## src/rtl/mmio_uart_tx_pkg.sv

```systemverilog
// uart_pkg: register map, status/control bit positions, frame constants and TX FSM states
package uart_pkg;
  localparam logic [1:0] UART_REG_TXDATA  = 2'd0;
  localparam logic [1:0] UART_REG_STATUS  = 2'd1;
  localparam logic [1:0] UART_REG_DIVISOR = 2'd2;
  localparam logic [1:0] UART_REG_CTRL    = 2'd3;
  localparam int ST_ENABLE   = 0;
  localparam int ST_EMPTY    = 1;
  localparam int ST_FULL     = 2;
  localparam int ST_BUSY     = 3;
  localparam int ST_OVERFLOW = 4;
  localparam int CTRL_ENABLE = 0;
  localparam int CTRL_FLUSH  = 1;
  localparam int DATA_BITS = 8;
  localparam int STOP_BITS = 1;
  typedef enum logic [1:0] {IDLE, START, DATA, STOP} tx_state_e;
endpackage

```

## src/rtl/mmio_uart_tx_if.sv

```systemverilog
// mmio_uart_tx_if: CPU MMIO port as seen by the UART (word address, masked write, combinational read)
interface mmio_uart_tx_if;
  logic [29:0] addr;
  logic [31:0] wdata;
  logic [3:0]  mask;
  logic        wren;
  logic [31:0] rdata;
  modport master (output addr, wdata, mask, wren, input rdata);
  modport slave (input addr, wdata, mask, wren, output rdata);
endinterface

```

## src/rtl/mmio_uart_tx_sync_fifo.sv

```systemverilog
// sync_fifo: single-clock FIFO; flush beats push, push+pop on the same edge both succeed even when full
module sync_fifo #(
  parameter int WIDTH = 8,
  parameter int DEPTH = 16
) (
  input  logic             clk,
  input  logic             rst_n,
  input  logic             push_i,
  input  logic             pop_i,
  input  logic             flush_i,
  input  logic [WIDTH-1:0] data_i,
  output logic [WIDTH-1:0] data_o,
  output logic             full_o,
  output logic             empty_o
);
  localparam int AW = $clog2(DEPTH);
  logic [WIDTH-1:0] mem_q [DEPTH];
  logic [AW-1:0] wr_q, rd_q;
  logic [AW:0] cnt_q;
  logic do_push, do_pop;
  assign full_o  = cnt_q == (AW+1)'(DEPTH);
  assign empty_o = cnt_q == '0;
  assign do_pop  = pop_i & !empty_o;
  assign do_push = push_i & (!full_o | do_pop);
  assign data_o  = mem_q[rd_q];
  always_ff @(posedge clk) begin
    if (!rst_n || flush_i) begin
      wr_q  <= '0;
      rd_q  <= '0;
      cnt_q <= '0;
    end else begin
      wr_q  <= do_push ? wr_q + AW'(1) : wr_q;
      rd_q  <= do_pop ? rd_q + AW'(1) : rd_q;
      cnt_q <= cnt_q + (AW+1)'(do_push) - (AW+1)'(do_pop);
    end
  end
  always_ff @(posedge clk) begin
    if (!rst_n) mem_q <= '{default: '0};
    else if (do_push && !flush_i) mem_q[wr_q] <= data_i;
  end
endmodule

```

## src/rtl/mmio_uart_tx.sv

```systemverilog
// mmio_uart_tx: MMIO-mapped 8N1 UART transmitter with TX FIFO, divisor and control registers
module mmio_uart_tx
  import uart_pkg::*;
#(
  parameter int          FIFO_DEPTH  = 16,
  parameter logic [15:0] DEFAULT_DIV = 16'd433
) (
  input  logic           clk,
  input  logic           rst_n,
  mmio_uart_tx_if.slave  mmio,
  output logic           o_tx
);
  logic [1:0] a;
  logic wr_tx, wr_st, wr_div, wr_ctl;
  logic push, pop, flush, full, empty, busy;
  logic [7:0] head;
  logic [15:0] div_q, div_d;
  logic en_q, en_d, ovf_q, ovf_d;
  logic [4:0] status;
  tx_state_e state_q;
  logic [7:0] shift_q;
  logic [2:0] bit_q;
  logic [15:0] cnt_q, per_q;
  logic tx_q, bit_end, load;
  logic unused_bits;
  assign a      = mmio.addr[1:0];
  assign wr_tx  = mmio.wren & (a == UART_REG_TXDATA);
  assign wr_st  = mmio.wren & (a == UART_REG_STATUS);
  assign wr_div = mmio.wren & (a == UART_REG_DIVISOR);
  assign wr_ctl = mmio.wren & (a == UART_REG_CTRL);
  assign push   = wr_tx & mmio.mask[0];
  assign flush  = wr_ctl & mmio.mask[0] & mmio.wdata[CTRL_FLUSH];
  assign busy   = state_q != IDLE;
  assign bit_end = cnt_q == '0;
  assign load   = en_q & !empty & (state_q == IDLE || (state_q == STOP && bit_end));
  assign pop    = load;
  assign o_tx   = tx_q;
  assign unused_bits = ^{mmio.addr[29:2], mmio.wdata[31:16], mmio.mask[3:2]};
  sync_fifo #(.WIDTH(8), .DEPTH(FIFO_DEPTH)) u_fifo (
    .clk(clk), .rst_n(rst_n), .push_i(push), .pop_i(pop), .flush_i(flush),
    .data_i(mmio.wdata[7:0]), .data_o(head), .full_o(full), .empty_o(empty)
  );
  always_comb begin
    div_d = {wr_div & mmio.mask[1] ? mmio.wdata[15:8] : div_q[15:8],
             wr_div & mmio.mask[0] ? mmio.wdata[7:0] : div_q[7:0]};
    en_d  = wr_ctl & mmio.mask[0] ? mmio.wdata[CTRL_ENABLE] : en_q;
    ovf_d = (ovf_q & !(wr_st & mmio.mask[0] & mmio.wdata[ST_OVERFLOW])) | (push & full & !pop);
  end
  always_ff @(posedge clk) begin
    if (!rst_n) begin
      div_q <= DEFAULT_DIV;
      en_q  <= 1'b1;
      ovf_q <= 1'b0;
    end else begin
      div_q <= div_d;
      en_q  <= en_d;
      ovf_q <= ovf_d;
    end
  end
  always_comb begin
    status = '0;
    status[ST_ENABLE]   = en_q;
    status[ST_EMPTY]    = empty;
    status[ST_FULL]     = full;
    status[ST_BUSY]     = busy;
    status[ST_OVERFLOW] = ovf_q;
    mmio.rdata = a == UART_REG_STATUS  ? {27'b0, status} :
                 a == UART_REG_DIVISOR ? {16'b0, div_q} :
                 a == UART_REG_CTRL    ? {31'b0, en_q} : '0;
  end
  // load covers both the IDLE start and the back-to-back STOP->START hand-off
  always_ff @(posedge clk) begin
    if (!rst_n) begin
      state_q <= IDLE;
      shift_q <= '0;
      bit_q   <= '0;
      cnt_q   <= '0;
      per_q   <= '0;
      tx_q    <= 1'b1;
    end else if (load) begin
      state_q <= START;
      shift_q <= head;
      per_q   <= div_q;
      cnt_q   <= div_q;
      tx_q    <= 1'b0;
    end else begin
      case (state_q)
        IDLE: tx_q <= 1'b1;
        START:
          if (bit_end) begin
            state_q <= DATA;
            bit_q   <= '0;
            cnt_q   <= per_q;
            tx_q    <= shift_q[0];
          end else cnt_q <= cnt_q - 16'd1;
        DATA:
          if (bit_end) begin
            cnt_q <= per_q;
            bit_q <= bit_q + 3'd1;
            state_q <= bit_q == 3'(DATA_BITS - 1) ? STOP : DATA;
            tx_q  <= bit_q == 3'(DATA_BITS - 1) ? 1'b1 : shift_q[bit_q + 3'd1];
          end else cnt_q <= cnt_q - 16'd1;
        STOP:
          if (bit_end) begin
            state_q <= IDLE;
            tx_q    <= 1'b1;
          end else cnt_q <= cnt_q - 16'd1;
        default: state_q <= IDLE;
      endcase
    end
  end
endmodule

```

## src/flat_wrapper.sv

```systemverilog
// flat-port wrapper written by rule: the top's interface ports become plain ports
module mmio_uart_tx_flat import uart_pkg::*;
#(
  parameter int          FIFO_DEPTH  = 16,
  parameter logic [15:0] DEFAULT_DIV = 16'd433
)
  (clk, rst_n, o_tx, mmio_addr, mmio_wdata, mmio_mask, mmio_wren, mmio_rdata);
  mmio_uart_tx_if mmio_i ();
  input  logic clk;
  input  logic rst_n;
  output logic o_tx;
  input wire logic [$bits(mmio_i.addr)-1:0] mmio_addr;
  input wire logic [$bits(mmio_i.wdata)-1:0] mmio_wdata;
  input wire logic [$bits(mmio_i.mask)-1:0] mmio_mask;
  input wire logic [$bits(mmio_i.wren)-1:0] mmio_wren;
  output wire logic [$bits(mmio_i.rdata)-1:0] mmio_rdata;
  assign mmio_i.addr = mmio_addr;
  assign mmio_i.wdata = mmio_wdata;
  assign mmio_i.mask = mmio_mask;
  assign mmio_i.wren = mmio_wren;
  assign mmio_rdata = mmio_i.rdata;
  mmio_uart_tx #(.FIFO_DEPTH(FIFO_DEPTH), .DEFAULT_DIV(DEFAULT_DIV)) u_core (.clk(clk), .rst_n(rst_n), .mmio(mmio_i), .o_tx(o_tx));
endmodule
```

## config.mk

```make
export PLATFORM = sky130hd
export DESIGN_NAME = mmio_uart_tx_flat
export DESIGN_NICKNAME = d
export VERILOG_FILES = /design/src/rtl/mmio_uart_tx_pkg.sv /design/src/rtl/mmio_uart_tx_if.sv /design/src/rtl/mmio_uart_tx_sync_fifo.sv /design/src/rtl/mmio_uart_tx.sv /design/src/flat_wrapper.sv
export SDC_FILE = /design/constraint.sdc
export NUM_CORES = 1
export LEC_CHECK = 0
export BUFFER_PORTS_ARGS = -buffer_cell sky130_fd_sc_hd__buf_2
export CORE_MARGIN = 3
export CORE_UTILIZATION = 63
export CTS_CLUSTER_DIAMETER = 120
export DETAILED_ROUTE_END_ITERATION = 10
export GPL_TIMING_DRIVEN = 0
export PLACE_DENSITY = 0.83
export SYNTH_ARGS = -nofsm -noshare
export SYNTH_HDL_FRONTEND = slang
export SYNTH_SLANG_ARGS = --single-unit
```

## constraint.sdc

```tcl
create_clock -name clk -period 6.1 [get_ports clk]
set_input_delay 0.61 -clock clk [delete_from_list [all_inputs] [get_ports clk]]
set_output_delay 0.61 -clock clk [all_outputs]
set_load 0.02 [all_outputs]
```

==> impl_summary.txt <==
----------------------------------------------------
[CTS]
  Clock Sinks ... slightly above 200
  Quantity of hold-fixing buffers added after cts ... 0
  Total CTS buffers ... 22
  Worst-Skew Late Latency ... between 500 and 600 ps
  CTS root buf ... clkbuf_16
  CTS tree ... yes
  Post-cts resize count ... 0
  Clock transition at path regs ... approximately 60 ps
  Htree depth ... 1
  Maximum root-to-sink buffer count ... 3
  Buffers inserted by post-CTS timing repair ... 0

[Die]
  Die width ... 129 um
  Die area ... ~17000 um^2
  Placeable core region ... between 10000 and 15000 um^2
  Die height ... 129 um
  I/O pins ... a little over 100
  Initial core utilization ... 65.1%
  Number of core rows ... between 40 and 50

[Synthesis]
  Top post-synthesis cells by count ... 205 x dfxtp_1, 150 x nand2_1, 115 x nand3_1, 94 x o21ai_0, 61 x a21oi_1
  Most common flop cell mapped by yosys ... dfxtp_1
  Area contributors post-synth ... dfxtp_1 43%, mux4_2 9.9%, nand3_1 6.0%
  Share of synthesized cell area in and, or, nand and nor gates ... a little under a fifth
  Number of enable-type register cells in the synthesized netlist ... 0
  Area share of the largest cell type after synthesis ... 43.1%
  Total standard cell area after synthesis ... 9530 um^2
  XOR/XNOR Fraction of Synth Area ... 1.65%
  Multiplexer share of the synthesized area ... 13.5%
  Flip-flop and latch count after synthesis ... 205
  Total number of yosys warnings ... 0
  Synthesized netlist cell count ... between 1000 and 1500
  Fraction of the mapped netlist area in compound gates ... 14.2%
  Sequential fraction of the synthesis area ... a little over two fifths
  Most frequently used cell type in the post-synthesis netlist ... dfxtp_1
  Asr flop ratio synth ... 0%
  Distinct cell type count after synthesis ... 63
  Cell taking the most area after synthesis ... dfxtp_1
  Synthesized area per cell ... just over 9 um^2
  Main combinational cell family by area after synthesis ... simple AND/OR/NAND/NOR gates
  Post-Synth Adder-Cell Area ... about 3.1%

[Timing]
  Final critical-path share of the clock period ... about two thirds
  Worst-margin pin slew ... 958 ps
  Setup TNS after final layout ... 0 ps
  Final hold violation count ... 0
  Clock skew ... approximately 18 ps
  Worst slew slack as a fraction of its limit ... a little over a third
  Final period demand of the worst path ... 3960 ps
  Setup repair after global routing missed its margin ... false
  Highest clock frequency the design can meet ... 253 MHz
  Endpoints failing setup ... 0
  Pins Over Slew Limit ... 0

[Final layout]
  Synth-to-Final Area Change ... 12.4%
  Number of fill cells ... between 1000 and 1500
  Antenna diode count ... 0
  Share of cells above drive strength 1 ... approximately 16%
  Final layout net count ... 1193

[Global routing]
  GR Overflow Total ... 0
  Via count of the first global-routing pass ... 8035
  Maximum number of pins on one net before global-route repair ... 14
  Total GRT Usage ... between 30% and 40%
  Antenna violations before repair ... 0
  First-pass GRT wire length ... 43000 um

[Critical path]
  Class of the most critical setup path ... flop to flop
  Peak per-stage delay on the critical path ... between 400 and 500 ps
  Max FO, Critical Path ... 10
  Library cell appearing most often on the critical path ... inv_1
  Worst endpoint required time ... 6530 ps
  Kind of start point of the critical path ... flop
  Count of buffering cells on the critical path with inverters included ... 9
  Critical path cell sequence ... inv_1 > ha_1 > nor4b_1 > and4_1 > buf_4 > a31oi_4 > inv_4 > buf_8 > buf_4 > buf_4 > ha_1 > inv_1 > ha_1 > inv_1 > fa_1 > inv_1 > a21oi_1 > nor2_1 > or3_1 > a21oi_1
  Kind of capture point of the worst setup path ... flop
  Endpoint arrival time on the critical path ... between 4000 and 5000 ps
  CP delay by family, top ... buffers and inverters
  Worst-path cell with the longest stage delay ... dfxtp_1

[Job]
  Number of maximum-capacitance constraint violations ... 0

[Drt]
  Total detailed-routing wirelength ... between 20000 and 30000 um
  Max layer used ... met4
  Final routed DRC violation total ... 0
  Via total after detailed routing ... between 8000 and 9000
  Wire length on met3 ... roughly 2300 um
  Total met2 wirelength after detailed routing ... around 13000 um
  Number of violations reported at the end of detailed-routing iteration 0 ... ~890
  Post-route ant nets ... 0
  Total iterations of the first detailed-routing run ... 6
  Routed vias/inst ... approximately 6.4
  Metal1 wirelength ... roughly 11000 um
  Final routed wire length divided by cell count ... about 21 um

[Power]
  Lkg Pwr ... between 4 and 5 nW
  Worst vdd rail ir drop ... roughly 0.00024 V
  Power per cell area ... 409 nW/um^2
  Pwr Total ... roughly 4.4 mW

[Placed design]
  Detailed placer's ending HPWL ... ~19000 um
  Port bufs ... 38
  Final RePlAce weighted congestion ... 0.944

[Hold path]
  Min-Delay Path Class ... input pin to flop

[Status]
  Result of the run ... completed

----------------------------------------------------
## metal layers
layer	up-vias	global-route usage, %
li1	3803	-
met2	438	53.8
met3	98	7.14
met5	-	0
met4	0	13.6
met1	4017	40.7
## registers in the layout, summed over array words and instances (netlist names)
signal,cells
u_core.u_fifo.mem_q,128
u_core.cnt_q,16
u_core.div_q,16
u_core.per_q,16
u_core.shift_q,8
u_core.u_fifo.cnt_q,5
u_core.u_fifo.rd_q,4
u_core.u_fifo.wr_q,4
u_core.bit_q,3
u_core.state_q,2
u_core.en_q,1
u_core.o_tx,1
u_core.ovf_q,1
## cells in the final DEF (no fill, tap or decap), types with 3 or more instances in the layout
cell         n
dfxtp_1    205
nand2_1    150
nand3_1    115
o21ai_0     94
a21oi_1     61
buf_2       54
clkbuf_1    47
mux4_2      42
nor2_1      36
mux2i_1     33
clkbuf_16   23
ha_1        22
buf_4       21
inv_1       18
conb_1      16
and2_1      15
o21ai_1     15
xnor2_1     11
and3_1      10
a221o_1     10
nor3_1       8
buf_1        8
o2111ai_1    8
clkinv_2     8
xor2_1       7
nand4_1      6
a211oi_1     6
o2111ai_4    4
and4_1       3
or4_1        3
a222oi_1     3
nand3b_1     3
nand4_2      3
buf_6        3
## logic make-up (layout without fill, tap and decap cells)
family	Yosys count	count (layout)
AND/OR/NAND/NOR	370	370
AO/OA/AOI/OAI	218	218
flip-flops	205	205
buffers and inverters	113	189
multiplexers	76	76
adder cells (fa/ha/maj)	23	23
XOR/XNOR	18	18
other	1	16
## where the power goes
group	leakage (nW)	internal [mW]	switching [mW]
Combinational	2.10	0.557	0.974
Sequential	1.66	1.43	0.0973
Clock	0.354	0.783	0.543
Total	4.11	2.77	1.61
## per-stage QoR
stage / hold slack (ps) / utilization, % / std cells / worst slack, ps / area, um^2
CTS: 341 / 73.2 / 1299 / 2170 / 10700
global route: 357 / 73.2 / 1299 / 1930 / 10700
finish: 341 / 73.2 / 1299 / 2140 / 10700
detailed placement: 447 / 68.3 / 1261 / 2220 / 10000
floorplan: 432 / - / 1039 / 2690 / 9590
global placement: 441 / 68.3 / 1261 / 2300 / 10000
## final timing paths
kind                                       start                     end  slack (ps)  cells past startpoint
worst max-delay path             u_core.cnt_q[0]  u_core.u_fifo.cnt_q[4]        2140                     20
worst min-delay path               mmio_wdata[8]         u_core.div_q[8]         340                      3
worst max register to register   u_core.cnt_q[0]  u_core.u_fifo.cnt_q[4]        2140                     20
worst min register to register  u_core.per_q[11]        u_core.per_q[11]         460                      2
## final cells by class
type                       instances  area (um^2)  share of cell area [%]
buffer                            93          482                    4.50
clock buffer                      27          601                    5.60
clock inverter                    11          108                    1.00
inverter                          20         77.6                   0.724
multi-input combinational        721         4920                    46.0
sequential                       205         4100                    38.3
tap                              184          230                    2.15
timing repair buffer              38          190                    1.77
## worst register-to-register path, stage by stage (launching register included)
cell,delay [ps]
dfxtp_1,410
inv_1,130
ha_1,280
nor4b_1,170
and4_1,220
buf_4,170
a31oi_4,310
inv_4,110
buf_8,170
buf_4,180
buf_4,190
ha_1,290
inv_1,40
ha_1,180
inv_1,80
fa_1,200
inv_1,50
a21oi_1,140
nor2_1,60
or3_1,340
a21oi_1,160
No activity file was read; power rests on OpenSTA's default activity.
